`src/rtl/load_store_unit_if.sv`:
```
// ---------------------------------------------------------------------------
// load_store_unit_if
// Bundles every non-clock signal of the load/store unit.
// The signals fall into three groups:
//   - Pipeline request side:
//       req_valid, req_ready, req_we, req_size, req_unsigned,
//       req_addr, req_wdata
//   - Pipeline response side:
//       resp_valid, resp_rdata, resp_err
//   - Data memory side:
//       MemRead, MemWrite, Address, write_data, Read_Data
// The unit itself connects through the slave modport. The pipeline/memory
// environment (or a testbench) connects through the master modport.
// ---------------------------------------------------------------------------
interface load_store_unit_if;
    logic        req_valid;
    logic        req_ready;
    logic        req_we;
    logic [1:0]  req_size;
    logic        req_unsigned;
    logic [31:0] req_addr;
    logic [31:0] req_wdata;
    logic        resp_valid;
    logic [31:0] resp_rdata;
    logic        resp_err;
    logic        MemRead;
    logic        MemWrite;
    logic [31:0] Address;
    logic [31:0] write_data;
    logic [31:0] Read_Data;

    modport slave (
        input  req_valid, req_we, req_size, req_unsigned, req_addr, req_wdata,
        input  Read_Data,
        output req_ready, resp_valid, resp_rdata, resp_err,
        output MemRead, MemWrite, Address, write_data
    );

    modport master (
        output req_valid, req_we, req_size, req_unsigned, req_addr, req_wdata,
        output Read_Data,
        input  req_ready, resp_valid, resp_rdata, resp_err,
        input  MemRead, MemWrite, Address, write_data
    );
endinterface

```
`src/rtl/load_store_unit.sv`:
```
// ---------------------------------------------------------------------------
// load_store_unit
// Accepts one load or store at a time from the pipeline and carries it out
// against a word-addressed data memory whose read data is combinational.
// Sub-word stores are done as read-modify-write. Memory lanes are
// little-endian.
//
// Ports:
//   clk  - single clock; all state changes on the rising edge
//   rst  - asynchronous, active-high reset; aborts any access in flight
//   bus  - load_store_unit_if.slave, which carries:
//            the request handshake (req_*)
//            the one-cycle response (resp_*)
//            the memory side (MemRead/MemWrite/Address/write_data/Read_Data)
//
// Parameter:
//   WORD_IDX_W - width of the word index driven on Address
//                (default 6, i.e. a 64-word memory)
//
// Build option:
//   MISALIGN_CHECK_EN - when defined, a misaligned half or word access is
//                       rejected with resp_err and never touches memory.
//                       When undefined, resp_err is tied low and the
//                       low address bits are simply ignored.
// ---------------------------------------------------------------------------
module load_store_unit #(
    parameter int WORD_IDX_W = 6
) (
    input logic              clk,
    input logic              rst,
    load_store_unit_if.slave bus
);

    typedef enum logic [1:0] {IDLE, READ, WRITE, RESP} state_t;

    state_t                  state_q, state_d;
    logic                    we_q, we_d;
    logic [1:0]              size_q, size_d;
    logic                    zext_q, zext_d;
    logic [WORD_IDX_W+1:0]   addr_q, addr_d;
    logic [31:0]             wdata_q, wdata_d;
    logic [31:0]             oldWord_q, oldWord_d;
    logic [31:0]             respRdata_q, respRdata_d;
    logic                    accept;
    logic                    misaligned;
    logic                    unusedAddrHi;

    // Only the word-index and lane bits of the address are kept.
    // Everything above them wraps away.
    assign unusedAddrHi = ^bus.req_addr[31:WORD_IDX_W+2];

    // Pick the addressed lane out of a memory word. Then sign- or
    // zero-extend it to 32 bits. A word access returns the word untouched,
    // whatever its low address bits are.
    function automatic logic [31:0] extractLoad(input logic [31:0] word,
                                                input logic [1:0]  lane,
                                                input logic [1:0]  size,
                                                input logic        zext);
        logic [7:0]  b;
        logic [15:0] h;
        b = word[{lane, 3'b000} +: 8];
        h = lane[1] ? word[31:16] : word[15:0];
        case (size)
            2'b00:   return zext ? {24'h0, b} : {{24{b[7]}}, b};
            2'b01:   return zext ? {16'h0, h} : {{16{h[15]}}, h};
            default: return word;
        endcase
    endfunction

    // Build the word to store. A sub-word store takes the old word and
    // overwrites just its addressed lane(s). A word store replaces the
    // whole word.
    function automatic logic [31:0] mergeStore(input logic [31:0] old,
                                               input logic [31:0] wdata,
                                               input logic [1:0]  lane,
                                               input logic [1:0]  size);
        logic [31:0] merged;
        merged = old;
        case (size)
            2'b00: merged[{lane, 3'b000} +: 8] = wdata[7:0];
            2'b01: begin
                if (lane[1]) merged[31:16] = wdata[15:0];
                else         merged[15:0]  = wdata[15:0];
            end
            default: merged = wdata;
        endcase
        return merged;
    endfunction

    // A misaligned access can only be detected when the check is built in.
    // Without it, there is no misaligned path at all.
`ifdef MISALIGN_CHECK_EN
    assign misaligned = ((bus.req_size == 2'b01) && bus.req_addr[0]) ||
                        (bus.req_size[1] && (bus.req_addr[1:0] != 2'b00));
`else
    assign misaligned = 1'b0;
`endif

    // The unit is ready only when idle. It is also held not-ready for as
    // long as reset is asserted, so that nothing is accepted while reset
    // is being released.
    assign bus.req_ready = (state_q == IDLE) && !rst;
    assign accept        = bus.req_valid && bus.req_ready;

    // All memory-side and response outputs come from registered state.
    // The request inputs never reach the memory combinationally.
    assign bus.MemRead    = (state_q == READ);
    assign bus.MemWrite   = (state_q == WRITE);
    assign bus.Address    = {{(32-WORD_IDX_W){1'b0}}, addr_q[WORD_IDX_W+1:2]};
    assign bus.write_data = (state_q == WRITE)
                          ? mergeStore(oldWord_q, wdata_q, addr_q[1:0], size_q)
                          : 32'h0;
    assign bus.resp_valid = (state_q == RESP);
    assign bus.resp_rdata = respRdata_q;

    // Next-state and capture logic.
    //   Loads:            READ then RESP.
    //   Word stores:      straight to WRITE.
    //   Sub-word stores:  READ first, so the old word is available to
    //                     merge into.
    //   Misaligned (when checked): jump directly to RESP.
    // The response data is updated only on entry to RESP. This keeps it
    // stable until the next response.
    always_comb begin
        state_d     = state_q;
        we_d        = we_q;
        size_d      = size_q;
        zext_d      = zext_q;
        addr_d      = addr_q;
        wdata_d     = wdata_q;
        oldWord_d   = oldWord_q;
        respRdata_d = respRdata_q;
        case (state_q)
            IDLE: begin
                if (accept) begin
                    we_d    = bus.req_we;
                    size_d  = bus.req_size;
                    zext_d  = bus.req_unsigned;
                    addr_d  = bus.req_addr[WORD_IDX_W+1:0];
                    wdata_d = bus.req_wdata;
                    if (misaligned) begin
                        state_d     = RESP;
                        respRdata_d = 32'h0;
                    end else if (!bus.req_we) begin
                        state_d = READ;
                    end else if (bus.req_size[1]) begin
                        state_d = WRITE;
                    end else begin
                        state_d = READ;
                    end
                end
            end
            READ: begin
                oldWord_d = bus.Read_Data;
                if (we_q) begin
                    state_d = WRITE;
                end else begin
                    state_d     = RESP;
                    respRdata_d = extractLoad(bus.Read_Data, addr_q[1:0], size_q, zext_q);
                end
            end
            WRITE: begin
                state_d     = RESP;
                respRdata_d = 32'h0;
            end
            RESP: begin
                state_d = IDLE;
            end
            default: begin
                state_d = IDLE;
            end
        endcase
    end

    // State and captured-request registers. Reset drops the FSM straight
    // back to IDLE. Because MemWrite is decoded from the state, an
    // in-flight write is cut off immediately.
    always_ff @(posedge clk or posedge rst) begin
        if (rst) begin
            state_q     <= IDLE;
            we_q        <= 1'b0;
            size_q      <= 2'b00;
            zext_q      <= 1'b0;
            addr_q      <= '0;
            wdata_q     <= 32'h0;
            oldWord_q   <= 32'h0;
            respRdata_q <= 32'h0;
        end else begin
            state_q     <= state_d;
            we_q        <= we_d;
            size_q      <= size_d;
            zext_q      <= zext_d;
            addr_q      <= addr_d;
            wdata_q     <= wdata_d;
            oldWord_q   <= oldWord_d;
            respRdata_q <= respRdata_d;
        end
    end

`ifdef MISALIGN_CHECK_EN
    logic err_q, err_d;

    // The error flag is refreshed on entry to RESP. Arriving from IDLE can
    // only mean a rejected misaligned access. Arriving from READ or WRITE
    // means the access really went to memory.
    assign err_d        = (state_d == RESP) ? (state_q == IDLE) : err_q;
    assign bus.resp_err = err_q;

    // Error flag register.
    always_ff @(posedge clk or posedge rst) begin
        if (rst) begin
            err_q <= 1'b0;
        end else begin
            err_q <= err_d;
        end
    end
`else
    assign bus.resp_err = 1'b0;
`endif

endmodule
```
`src/flat_wrapper.sv`:
```
// flat-port wrapper written by rule: the top's interface ports become plain ports
module load_store_unit_flat 
#(
    parameter int WORD_IDX_W = 6
)
  (clk, rst, bus_req_valid, bus_req_we, bus_req_size, bus_req_unsigned, bus_req_addr, bus_req_wdata, bus_Read_Data, bus_req_ready, bus_resp_valid, bus_resp_rdata, bus_resp_err, bus_MemRead, bus_MemWrite, bus_Address, bus_write_data);
  load_store_unit_if bus_i ();
  input logic clk;
  input logic rst;
  input wire logic [$bits(bus_i.req_valid)-1:0] bus_req_valid;
  input wire logic [$bits(bus_i.req_we)-1:0] bus_req_we;
  input wire logic [$bits(bus_i.req_size)-1:0] bus_req_size;
  input wire logic [$bits(bus_i.req_unsigned)-1:0] bus_req_unsigned;
  input wire logic [$bits(bus_i.req_addr)-1:0] bus_req_addr;
  input wire logic [$bits(bus_i.req_wdata)-1:0] bus_req_wdata;
  input wire logic [$bits(bus_i.Read_Data)-1:0] bus_Read_Data;
  output wire logic [$bits(bus_i.req_ready)-1:0] bus_req_ready;
  output wire logic [$bits(bus_i.resp_valid)-1:0] bus_resp_valid;
  output wire logic [$bits(bus_i.resp_rdata)-1:0] bus_resp_rdata;
  output wire logic [$bits(bus_i.resp_err)-1:0] bus_resp_err;
  output wire logic [$bits(bus_i.MemRead)-1:0] bus_MemRead;
  output wire logic [$bits(bus_i.MemWrite)-1:0] bus_MemWrite;
  output wire logic [$bits(bus_i.Address)-1:0] bus_Address;
  output wire logic [$bits(bus_i.write_data)-1:0] bus_write_data;
  assign bus_i.req_valid = bus_req_valid;
  assign bus_i.req_we = bus_req_we;
  assign bus_i.req_size = bus_req_size;
  assign bus_i.req_unsigned = bus_req_unsigned;
  assign bus_i.req_addr = bus_req_addr;
  assign bus_i.req_wdata = bus_req_wdata;
  assign bus_i.Read_Data = bus_Read_Data;
  assign bus_req_ready = bus_i.req_ready;
  assign bus_resp_valid = bus_i.resp_valid;
  assign bus_resp_rdata = bus_i.resp_rdata;
  assign bus_resp_err = bus_i.resp_err;
  assign bus_MemRead = bus_i.MemRead;
  assign bus_MemWrite = bus_i.MemWrite;
  assign bus_Address = bus_i.Address;
  assign bus_write_data = bus_i.write_data;
  load_store_unit #(.WORD_IDX_W(WORD_IDX_W)) u_core (.clk(clk), .rst(rst), .bus(bus_i));
endmodule
```
`config.mk`:
```
export PLATFORM = sky130hd
export DESIGN_NAME = load_store_unit_flat
export DESIGN_NICKNAME = d
export VERILOG_FILES = /design/src/rtl/load_store_unit_if.sv /design/src/rtl/load_store_unit.sv /design/src/flat_wrapper.sv
export SDC_FILE = /design/constraint.sdc
export NUM_CORES = 1
export LEC_CHECK = 0
export BUFFER_PORTS_ARGS = -buffer_cell sky130_fd_sc_hd__buf_2
export CORE_ASPECT_RATIO = 0.7
export CORE_MARGIN = 3
export CORE_UTILIZATION = 35
export CTS_CLUSTER_SIZE = 8
export DETAILED_ROUTE_END_ITERATION = 16
export PLACE_DENSITY = 0.56
export SLEW_MARGIN = 20
export SYNTH_ARGS = -nofsm -noshare
export SYNTH_HDL_FRONTEND = slang
export SYNTH_SLANG_ARGS = --single-unit
```
`constraint.sdc`:
```
create_clock -name clk -period 4.1 [get_ports clk]
set_input_delay 0.82 -clock clk [delete_from_list [all_inputs] [get_ports clk]]
set_output_delay 0.82 -clock clk [all_outputs]
set_load 0.01 [all_outputs]
```
==> flow_metrics.py <==
metrics = {
    "detailed_routing": {
        "routed_via_density": 5.45,
        "drt_iter0_drc": 484,
        "wl_met1_um": 8510,
        "route.detailed.drc": 0,
        "wl_per_cell_um": 20.6,
        "drt-pass1-iter-count": 5,
        "dr_wl_met3_um": 1640,
        "route.met2.wl_um": 7960,
        "vias": 4827,
        "wirelength_um": 18300,
        "top_layer": "met5",
        "ant_nets": 0,
    },
    "worst_setup_path": {
        "worstSetupPathType": "flip-flop to output port",
        "ff2ff_path_depth": 5,
        "cp-end-kind": "output port",
        "ff2ff_setup_slack_ps": 1640,
        "endpoint": "bus_write_data[30]",
        "worstPathRequired_ps": 3280,
        "worstPathMaxFanout": 21,
        "crit_arrival_ps": 2930,
        "cp-start-kind": "flip-flop",
        "r2r-end": "u_core.bus.resp_rdata[24]",
        "worstSetupStartpoint": "u_core.addr_q[1]",
        "r2r_start": "u_core.state_q[0]",
    },
    "logic_synthesis": {
        "yosysSeqAreaShare": 0.464,
        "yosys_warnings": 0,
        "synth-main-ff-cell": "dfrtp_1",
        "synth_edf_count": 0,
        "synth_seq_cells": 110,
        "netlist_instances": 522,
        "syn-cell-area_um2": 5940,
        "yosysUniqueCellTypes": 48,
        "avgSynthCellArea_um2": 11.4,
        "async_reset_ff_frac": 1.00,
    },
    "timing": {
        "setup_viol_count_final": 0,
        "fin_crit_sh": 0.916,
        "slew_headroom": 0.375,
        "drv_slew": 0,
        "rsz0062_at_grt": "no",
        "final.min_clock_period_ps": 3750,
        "finalHoldViolCount": 0,
        "tightest_slew_ps": 937,
        "fin_setup_tns_ps": 0,
        "clock.fmax_mhz": 266,
        "fin_skew_ps": 7.06,
    },
    "power_and_ir_drop": {
        "p_total_w": 0.00586,
        "ir_worst_vdd_v": 0.000537,
        "power.leakage_nw": 3.32,
        "p_per_area_nw_per_um2": 826,
    },
    "layout": {
        "stdcell_area_um2": 7090,
        "fillCellCount": 1588,
        "final_nets": 767,
        "layout_common_cells": "buf_2, dfrtp_1, mux2_2, nand2_1, a221o_1",
        "n_antenna_cell": 0,
        "syn_to_final_growth_pct": 19.3,
        "drive_above_1_share": 0.421,
        "final_common_cell": "buf_2",
    },
    "die": {
        "die_h_um": 115,
        "num_io_pins": 204,
        "placementRows": 39,
        "core_area_um2": 16400,
        "die_area_um2": 18600,
        "initial_core_util": 0.361,
        "die_w_um": 162,
    },
    "clock_network": {
        "cts_root_buf": "clkbuf_16",
        "post-cts-setup-buffers": 0,
        "htreeDepth": 3,
        "clock-sinks": 110,
        "cts_buffers": 9,
        "cts_tree": "yes",
        "clock_latency_ps": 350,
        "ctsHoldBuffers": 0,
        "path_clk_slew_ps": 80,
        "ctsResizeCount": 0,
        "clk_path_buf_depth": 2,
    },
    "global_route": {
        "grtUsageTotal": 0.195,
        "grt_pass1_wl_um": 28000,
        "antenna_found_initial": 1,
        "globalRouteOverflowTotal": 0,
        "grt_pass1_vias": 4872,
        "grt_max_degree": 71,
    },
    "min_path": {
        "min-delay-path-class": "flip-flop to flip-flop",
    },
    "placement": {
        "placed_area_um2": 6780,
        "gp_congestion": 0.880,
        "hpwl_um": 13700,
        "portBuffers": 152,
    },
    "run_status": {
        "status": "completed",
    },
    "run": {
        "cap_violations": 0,
    },
}
## critical path: stages, from the launching register on
cell	delay [ps]
dfrtp_1	350
buf_4	330
ha_1	220
clkinv_1	250
nor4b_2	850
a221o_1	280
a22o_1	170
buf_2	140
## layer usage
metal	track usage	vias to the layer above
li1	-	2182
met1	0.279	2393
met2	0.295	233
met3	0.0627	17
met4	0.0352	2
met5	0	-
## state kept, by name, summed over array words and instances, names as in the netlist
name	cells
u_core.addr_q	8
u_core.wdata_q	32
u_core.zext_q	1
u_core.bus.resp_rdata	32
u_core.size_q	2
u_core.oldWord_q	32
u_core.we_q	1
u_core.state_q	2
## through the flow
stage               hold WS (ps)  worst slack [ps]  utilization  instances
detailed placement           480               761        0.412        868
global route                 520               207        0.431        885
finish                       496               345        0.431        885
CTS                          497               363        0.430        884
floorplan                    480               378            -        548
global placement             476               825        0.412        868
## worst min-delay path by stage
stage	start	to	slack, ps	depth (start not counted)
final	u_core.bus.resp_rdata[9]	u_core.bus.resp_rdata[9]	500	2
after detailed placement	u_core.bus.resp_rdata[14]	u_core.bus.resp_rdata[14]	480	2
after floorplan	u_core.wdata_q[16]	u_core.wdata_q[16]	480	1
after global placement	u_core.bus.resp_rdata[13]	u_core.bus.resp_rdata[13]	480	2
after global routing	u_core.bus.resp_rdata[14]	u_core.bus.resp_rdata[14]	520	2
after CTS	u_core.bus.resp_rdata[14]	u_core.bus.resp_rdata[14]	500	2
## synth_stat cells, types with 2 or more instances
cell | number | area [um2]
buf_2 | 9 | 45.0
clkbuf_1 | 19 | 71.3
or3_1 | 2 | 12.5
ha_1 | 9 | 113
nor2_2 | 2 | 12.5
nand3_1 | 10 | 50.1
a31oi_1 | 8 | 50.1
o22ai_1 | 17 | 106
mux2i_1 | 18 | 180
a21oi_1 | 11 | 55.1
mux2_2 | 85 | 957
nand2_1 | 31 | 116
clkinv_1 | 3 | 11.3
inv_1 | 7 | 26.3
nor4b_2 | 2 | 30.0
dfrtp_1 | 110 | 2750
a221oi_1 | 16 | 140
o221ai_1 | 2 | 17.5
a2bb2oi_1 | 2 | 17.5
buf_1 | 6 | 22.5
buf_4 | 34 | 255
nand2b_1 | 2 | 12.5
a221o_1 | 29 | 290
nor2_1 | 4 | 15.0
nor3_1 | 23 | 115
o21ai_0 | 19 | 95.1
o2bb2ai_1 | 5 | 43.8
nor2b_1 | 10 | 62.6
a22o_1 | 8 | 70.1
## cells by family (layout without fill, tap and decap cells)
group | after synthesis | count (layout) | synth area share
compound gates | 125 | 125 | 0.163
fa+ha+maj | 9 | 9 | 0.0190
buf+inv | 79 | 191 | 0.0746
flops | 110 | 110 | 0.464
mux | 104 | 104 | 0.195
other cells | 1 | 27 | 0.000632
simple gates | 94 | 94 | 0.0839
## report_power, final
part | internal [W] | switching (W)
registers | 0.00159 | 0.000450
clock network | 0.000441 | 0.000437
logic | 0.00135 | 0.00160
## final cells by class
type / count / area, um2 / area share
sequential: 110 / 2750 / 0.388
multi-input combinational: 359 / 2850 / 0.402
clock buffer: 10 / 239 / 0.0337
clock inverter: 6 / 53.8 / 0.00759
tap: 225 / 282 / 0.0397
timing repair buffer: 165 / 871 / 0.123
inverter: 10 / 40.0 / 0.00565
Note: power is estimated with default switching activity, not from simulation.
